==> config.mk <==
export PLATFORM = sky130hd
export DESIGN_NAME = msx_mouse_reader
export DESIGN_NICKNAME = d
export VERILOG_FILES = /design/src/rtl/msx_mouse_reader.sv
export SDC_FILE = /design/constraint.sdc
export NUM_CORES = 1
export LEC_CHECK = 0
export CELL_PAD_IN_SITES_DETAIL_PLACEMENT = 0
export CELL_PAD_IN_SITES_GLOBAL_PLACEMENT = 1
export CORE_UTILIZATION = 40
export CTS_CLUSTER_DIAMETER = 30
export DETAILED_ROUTE_END_ITERATION = 10
export GPL_TIMING_DRIVEN = 1
export HOLD_SLACK_MARGIN = 0.03
export PLACE_DENSITY = 0.69
export SYNTH_ARGS = -nofsm -noshare
export SYNTH_HDL_FRONTEND = slang
export SYNTH_SLANG_ARGS = --single-unit
export TNS_END_PERCENT = 100
==> constraint.sdc <==
create_clock -name clk -period 2.8 [get_ports clk]
set_input_delay 0.56 -clock clk [delete_from_list [all_inputs] [get_ports clk]]
set_output_delay 0.56 -clock clk [all_outputs]
set_load 0.05 [all_outputs]
==> src/rtl/msx_mouse_reader.sv <==
// MSX joystick-port mouse reader: strobes out four nibbles per frame
// and presents X/Y displacement plus button state with a valid pulse.
module msx_mouse_reader #(
    parameter int WAIT_CYC = 64,
    parameter int GAP_CYC  = 4096
) (
    input  logic       clk,
    input  logic       reset,
    input  logic       start,
    input  logic [5:0] data_in,
    output logic       strobe,
    output logic       busy,
    output logic       valid,
    output logic [7:0] dx,
    output logic [7:0] dy,
    output logic [1:0] btn
);

    localparam logic [2:0] IDLE   = 3'd0;
    localparam logic [2:0] EDGE   = 3'd1;
    localparam logic [2:0] WAIT   = 3'd2;
    localparam logic [2:0] SAMPLE = 3'd3;
    localparam logic [2:0] GAP    = 3'd4;

    localparam logic [15:0] WAIT_LD = 16'(WAIT_CYC - 1);
    localparam logic [15:0] GAP_LD  = 16'(GAP_CYC);

    logic [2:0]  state;
    logic [1:0]  idx;
    logic [15:0] cnt;
    logic [5:0]  sync1;
    logic [5:0]  sync2;
    logic [11:0] nib_sh;

    always_ff @(posedge clk or posedge reset) begin
        if (reset) begin
            sync1 <= '0;
            sync2 <= '0;
        end else begin
            sync1 <= data_in;
            sync2 <= sync1;
        end
    end

    // SAMPLE spends two cycles: capture (cnt!=0), then advance idx.
    always_ff @(posedge clk or posedge reset) begin
        if (reset) begin
            state  <= IDLE;
            idx    <= 2'd0;
            cnt    <= 16'd0;
            strobe <= 1'b0;
            busy   <= 1'b0;
            valid  <= 1'b0;
            dx     <= 8'd0;
            dy     <= 8'd0;
            btn    <= 2'd0;
            nib_sh <= 12'd0;
        end else begin
            valid <= 1'b0;
            case (state)
                IDLE: begin
                    if (start) begin
                        state <= EDGE;
                        idx   <= 2'd0;
                        busy  <= 1'b1;
                    end
                end
                EDGE: begin
                    strobe <= ~strobe;
                    cnt    <= WAIT_LD;
                    state  <= WAIT;
                end
                WAIT: begin
                    if (cnt == 16'd1) begin
                        state <= SAMPLE;
                    end else begin
                        cnt <= cnt - 16'd1;
                    end
                end
                SAMPLE: begin
                    if (cnt != 16'd0) begin
                        if (idx == 2'd3) begin
                            dx     <= nib_sh[11:4];
                            dy     <= {nib_sh[3:0], sync2[3:0]};
                            btn    <= ~sync2[5:4];
                            valid  <= 1'b1;
                            strobe <= 1'b0;
                            cnt    <= GAP_LD;
                            state  <= GAP;
                        end else begin
                            nib_sh <= {nib_sh[7:0], sync2[3:0]};
                            cnt    <= 16'd0;
                        end
                    end else begin
                        idx   <= idx + 2'd1;
                        state <= EDGE;
                    end
                end
                GAP: begin
                    strobe <= 1'b0;
                    if (cnt == 16'd0) begin
                        state <= IDLE;
                        busy  <= 1'b0;
                    end else begin
                        cnt <= cnt - 16'd1;
                    end
                end
                default: begin
                    state <= IDLE;
                    busy  <= 1'b0;
                end
            endcase
        end
    end

endmodule

==> summary.md, run 1 <==
| Metric | Value |
|---|---|
| Status | completed |
| Max-Cap Viols | 0 |
| Data required time at the worst endpoint | 3.02 ns |
| CTS max path bufs | 2 |
| Max Slew Vio Count | 0 |
| Cell area after synthesis | 2940 um2 |
| Synth top cells by count | dfrtp_1 (66), nand2_1 (66), nor2_1 (14), o21ai_0 (13), mux2_1 (10) |
| Via Count | 2147 |
| Mapped Cells | 283 |
| Fmax | 0.396 GHz |
| Residual DRC count | 0 |
| Worst Path Arrival | 2.75 ns |
| CTS tree | built |
| Root Driver | clkbuf_8 |
| Core ar. | 6940 um2 |
| Inserted Clock Buffers | 9 |
| Inserted Diodes | 0 |
| RSZ-0062 raised after global routing | no |
| Area contributors post-synth | dfrtp_1 (56%), nand2_1 (8.4%), mux2_1 (3.8%), o21ai_0 (2.2%), nor2_1 (1.8%) |
| Clock Sinks | 66 |
| Routability-driven placement congestion ratio | 0.816 |
| GRT Total Usage | 17.6% |
| Slew margin rel. | 59.4% |
| Number of synthesized flops with an enable pin | 0 |
| Async SR Flop Fraction | 100% |
| Worst skew pair latency | 0.34 ns |
| Tightest Pin Transition | 0.609 ns |
| Synth area leader | dfrtp_1 |
| PwrDens | 528 nW/um2 |
| Setup_tns | 0 ns |
| Worst setup EP type | flip-flop |
| Yosys cell types | 49 |
| Synthesized flop and latch total | 66 |
| Vias in the first global route | 2068 |
| Initial antenna violation count | 0 |
| Register area share after synthesis | 56.2% |
| Port Buf Inserts | 29 |
| Min Tclk post-route | 2.53 ns |
| Die height | 87.7 um |
| Nets | 325 |
| FILL cells | 666 |
| Post-DP HPWL | 3.90 mm |
| CTS Hold Bufs | 0 |
| Post-CTS Resized | 0 |
| Final setup fails | 0 |
| Lkg Pwr | 0.00167 uW |
| Crit path launch type | flip-flop |
| Remaining Overflow, GRT | 0 |
| Layout area overhead | 20.6% |
| WL/cell | 14.1 um |
| Worst-path clk slew | 0.07 ns |
| Critical Setup Path Class | reg -> reg |
| Layout cells sized above 1 | 11.3% |
| Finished Layout Cells | 414 |
| CTS H-Tree Depth | 3 |
| TritonRoute pass-1 iters | 4 |
| First-pass GRT wire length | 10.1 mm |
| Area share of the largest cell type after synthesis | 56.2% |
| Number of placement rows | 30 |
| Final clock skew | 0.0113 ns |
| Post-CTS Setup Inserts | 0 |
| Worst VDD drop | 264 uV |
| Placed cells | 398 |
| Largest net degree at the start of global routing | 51 |
| Post-synth top flop | dfrtp_1 |
| Worst min-delay path category | reg -> reg |
| Syn_area_per_cell | 10.4 um2 |
| CP max FO | 11 |
| Yosys Warn Count | 0 |
| Synthesized Nets | 295 |
| Total wire length | 5.85 mm |
| Die ar. | 7690 um2 |
| Routed Antenna Nets | 0 |
| DR vias/cell | 5.19 |
| Final period utilization | 90.3% |
| Die width | 87.7 um |
| Final Hold Vio Count | 0 |
| Starting Density | 42.3% |
| Violation count after the first detailed-routing iteration | 56 |
| I/O pins | 30 |
## final cells by class
| cell class | count | area (um2) | share of cell area [%] |
|---|---|---|---|
| clock buffers | 9 | 124 | 3.50 |
| flip-flops and latches | 66 | 1650 | 46.6 |
| inverters | 8 | 30.0 | 0.848 |
| well taps | 96 | 120 | 3.39 |
| multi-input cells | 195 | 1190 | 33.6 |
| repair buffers | 33 | 333 | 9.40 |
| clock inverters | 7 | 92.6 | 2.61 |
## state kept, by name, indices dropped and copies added, names as in the netlist
signal / count
nib_sh: 12
cnt: 16
sync2: 6
dy: 8
strobe: 1
valid: 1
state: 3
sync1: 6
busy: 1
dx: 8
btn: 2
idx: 2
## worst paths after layout
check	cells past startpoint	startpoint	endpoint	slack, ns
worst min register to register	0	sync1[2]$_DFF_PP0_	sync2[2]$_DFF_PP0_	0.35
worst min-delay path	0	sync1[2]$_DFF_PP0_	sync2[2]$_DFF_PP0_	0.35
max in group asynchronous	3	reset	cnt[7]$_DFFE_PP0P_	1.71
worst max-delay path	7	cnt[0]$_DFFE_PP0P_	cnt[1]$_DFFE_PP0P_	0.27
worst max register to register	7	cnt[0]$_DFFE_PP0P_	cnt[1]$_DFFE_PP0P_	0.27
min in group asynchronous	2	reset	sync1[5]$_DFF_PP0_	0.51
## placed cells by master, fill, tap and decap left out, types with 4 or more instances in the layout
master           instances
or3_1                    4
a21oi_1                  4
a32o_1                   4
clkdlybuf4s50_1         29
nor3_1                   7
nand3_1                  8
nor2_1                  14
inv_1                    6
dfrtp_1                 66
mux2_1                  10
nand2_1                 66
o21ai_0                 13
a22o_1                   6
clkbuf_8                 9
o22ai_1                  5
o21ai_1                  7
## layer usage
metal	GRT usage, %	share of wire (%)	vias up
met5	0	0	-
met4	9.84	2.4	0
met3	3.96	3.3	13
met2	28.6	48	42
met1	21.7	47	1033
li1	-	-	1059
## cells by family after synthesis
logic type	count (synthesis)	synth area share [%]
AO/OA/AOI/OAI	55	13.3
XOR/XNOR	3	0.895
adder cells (fa/ha/maj)	3	1.28
buffers and inverters	22	3.20
flip-flops	66	56.2
multiplexers	15	5.84
AND/OR/NAND/NOR	119	19.3
## critical path: stages, from the launching register on
cell	delay, ns
dfrtp_1	0.45
inv_1	0.09
ha_1	0.19
nor3b_2	0.37
nand4_1	0.21
a31oi_1	0.32
nand2_1	0.37
mux2_1	0.43
## report_power, final
part           internal (uW)  switching, uW
logic                   13.1           19.8
registers                961           2.73
clock network            501            372
## metrics by stage
| stage | util [%] | area, um2 | hold WS [ns] | worst slack [ns] | total power [uW] |
|---|---|---|---|---|---|
| after floorplan | - | 2940 | 0.331 | 0.585 | 997 |
| after global placement | 47.9 | 3330 | 0.333 | 0.401 | 1020 |
| after detailed placement | 47.9 | 3330 | 0.338 | 0.307 | 1020 |
| after CTS | 51.0 | 3540 | 0.355 | 0.287 | 1900 |
| after global routing | 51.0 | 3540 | 0.356 | 0.0278 | 1950 |
| final | 51.0 | 3540 | 0.352 | 0.272 | 1870 |
Note: power is estimated with default switching activity, not from simulation.
==> inputs of run 2 (changes only) <==
--- a/config.mk
+++ b/config.mk
@@ -7,12 +7,12 @@
 export LEC_CHECK = 0
 export CELL_PAD_IN_SITES_DETAIL_PLACEMENT = 0
 export CELL_PAD_IN_SITES_GLOBAL_PLACEMENT = 1
-export CORE_UTILIZATION = 40
+export CORE_UTILIZATION = 44
 export CTS_CLUSTER_DIAMETER = 30
 export DETAILED_ROUTE_END_ITERATION = 10
 export GPL_TIMING_DRIVEN = 1
 export HOLD_SLACK_MARGIN = 0.03
-export PLACE_DENSITY = 0.69
+export PLACE_DENSITY = 0.75
 export SYNTH_ARGS = -nofsm -noshare
 export SYNTH_HDL_FRONTEND = slang
 export SYNTH_SLANG_ARGS = --single-unit
==> run 2 against run 1 <==
Compared with the run above: count of clock-buffer cells in the layout grew 1; fmax grew 2.1%; sequential share of layout area is essentially flat; utilization grew 4.5 points; critical endpoint unchanged; sequential power is essentially flat; via count shrank 1.3%; largest cell class unchanged.
==> summary.md, run 2 (synthesis gave the netlist of run 1 again) <==
| Metric | Value |
|---|---|
| Status | completed |
| Switching share of power | 20.0% |
| Routability-driven placement congestion ratio | 0.796 |
| Residual DRC count | 0 |
| RSZ-0062 raised after global routing | no |
| Sequential fraction of design power | 49.2% |
| Largest delay contributor family on the critical path | simple AND/OR/NAND/NOR gates |
| Finished Layout Cells | 395 |
| Worst-path clk slew | 0.07 ns |
| Inserted Clock Buffers | 9 |
| Post-DP HPWL | 3.86 mm |
| Starting Density | 46.0% |
| Setup_tns | 0 ns |
| WL/cell | 14.5 um |
| CTS Hold Bufs | 0 |
| Data required time at the worst endpoint | 3.02 ns |
| Slew margin rel. | 63.7% |
| Max-Cap Viols | 0 |
| Switching pwr | 392 uW |
| Inserted Diodes | 0 |
| Layout cells sized above 1 | 11.0% |
| Lkg Pwr | 0.00167 uW |
| Nets | 325 |
| Core ar. | 6390 um2 |
| GRT Total Usage | 17.4% |
| Critical path cell sequence | inv_1 -> ha_1 -> nor3b_2 -> nand4_1 -> a31oi_1 -> nand2_1 -> mux2_1 |
| Final Hold Vio Count | 0 |
| CTS H-Tree Depth | 3 |
| Worst skew pair latency | 0.34 ns |
| Initial antenna violation count | 0 |
| Worst path max stage delay | 0.45 ns |
| Internal power | 1570 uW |
| Largest register by flop count | cnt |
| Total wire length | 5.74 mm |
| Tightest Pin Transition | 0.544 ns |
| Max Slew Vio Count | 0 |
| Buf+Inv Stages, Crit Path | 1 |
| Remaining Overflow, GRT | 0 |
| CTS tree | built |
| Die ar. | 7000 um2 |
| Post-CTS Setup Inserts | 0 |
| Critical Setup Path Class | reg -> reg |
| Top flop regs | cnt x16, nib_sh x12 |
| Final period utilization | 88.5% |
| Via Count | 2120 |
| Worst min-delay path category | reg -> reg |
| Place WS | 0.358 ns |
| Final setup fails | 0 |
| Worst Slack Setup Final | 0.323 ns |
| Fmax | 0.404 GHz |
| Routed Antenna Nets | 0 |
| Slowest cell on crit path | dfrtp_1 |
| Post-CTS Resized | 0 |
| Die height | 83.7 um |
| PwrDens | 553 nW/um2 |
| Max reg flops | 16 |
| Port Buf Inserts | 29 |
| Clk network pwr share | 49.1% |
| Number of placement rows | 29 |
| Placed cells | 379 |
| Logic pwr share | 1.7% |
| Worst Path Arrival | 2.70 ns |
| DR vias/cell | 5.37 |
| Final clock skew | 0.00725 ns |
| Violation count after the first detailed-routing iteration | 69 |
| Vias in the first global route | 1974 |
| Clock Sinks | 66 |
| TritonRoute pass-1 iters | 4 |
| CP max FO | 11 |
| I/O pins | 30 |
| Die width | 83.7 um |
| Root Driver | clkbuf_8 |
| Largest net degree at the start of global routing | 48 |
| First-pass GRT wire length | 9.58 mm |
| Min Tclk post-route | 2.48 ns |
| FILL cells | 569 |
| Commonest cells after routing, fill and taps aside | nand2_1 (66), dfrtp_1 (66), clkdlybuf4s50_1 (29) |
| Crit path launch type | flip-flop |
| CTS max path bufs | 2 |
| Worst setup EP type | flip-flop |
| Worst VDD drop | 376 uV |
| Layout area overhead | 20.7% |
## run 2: per-layer routing
| layer | wire length [um] | GRT usage [%] | vias to the layer above | share of wire, % |
|---|---|---|---|---|
| met1 | 2820 | 24.3 | 1005 | 49 |
| met3 | 191 | 3.56 | 9 | 3.3 |
| met4 | 95 | 8.32 | 0 | 1.7 |
| met2 | 2630 | 25.9 | 47 | 46 |
| li1 | - | - | 1059 | - |
| met5 | 0 | 0 | - | 0 |
## run 2: stage by stage
step	hold slack (ns)	instance area (um2)	util, %	power (uW)
after global routing	0.354	3540	55.5	2030
final	0.347	3540	55.5	1960
after CTS	0.351	3540	55.5	1990
after floorplan	0.331	2940	-	997
after global placement	0.333	3300	51.7	1020
after detailed placement	0.335	3300	51.7	1020
## run 2: worst paths after layout
check                                        start  cells after the start  slack (ns)               endpoint
worst max-delay path            cnt[0]$_DFFE_PP0P_                      7        0.32     cnt[1]$_DFFE_PP0P_
worst min-delay path            sync1[2]$_DFF_PP0_                      0        0.35     sync2[2]$_DFF_PP0_
worst max register to register  cnt[0]$_DFFE_PP0P_                      7        0.32     cnt[1]$_DFFE_PP0P_
worst min register to register  sync1[2]$_DFF_PP0_                      0        0.35     sync2[2]$_DFF_PP0_
max in group asynchronous                    reset                      3        1.66  nib_sh[7]$_DFFE_PP0P_
min in group asynchronous                    reset                      2        0.54      dy[6]$_DFFE_PP0P_
## run 2: cell type report
type | instances | area [um2] | share of cell area, %
Clock buffer | 10 | 128 | 3.60
Sequential cell | 66 | 1650 | 46.6
Multi-Input combinational cell | 195 | 1190 | 33.6
Clock inverter | 6 | 115 | 3.25
Tap cell | 77 | 96.3 | 2.72
Inverter | 8 | 30.0 | 0.847
Timing Repair Buffer | 33 | 333 | 9.39
## run 2: power by group through the flow
stage	Clock (uW)	Combinational [uW]	Sequential [uW]
finish	963	33.4	964
detailed placement	0	35.6	983
CTS	986	35.5	964
floorplan	0	14.7	982
global route	1030	38.4	965
global placement	0	35.2	982
## run 2: worst reg2reg max path, stage by stage (launching register included)
cell     delay (ns)
dfrtp_1        0.45
inv_1          0.08
ha_1           0.18
nor3b_2        0.35
nand4_1        0.21
a31oi_1        0.32
nand2_1        0.35
mux2_1         0.42
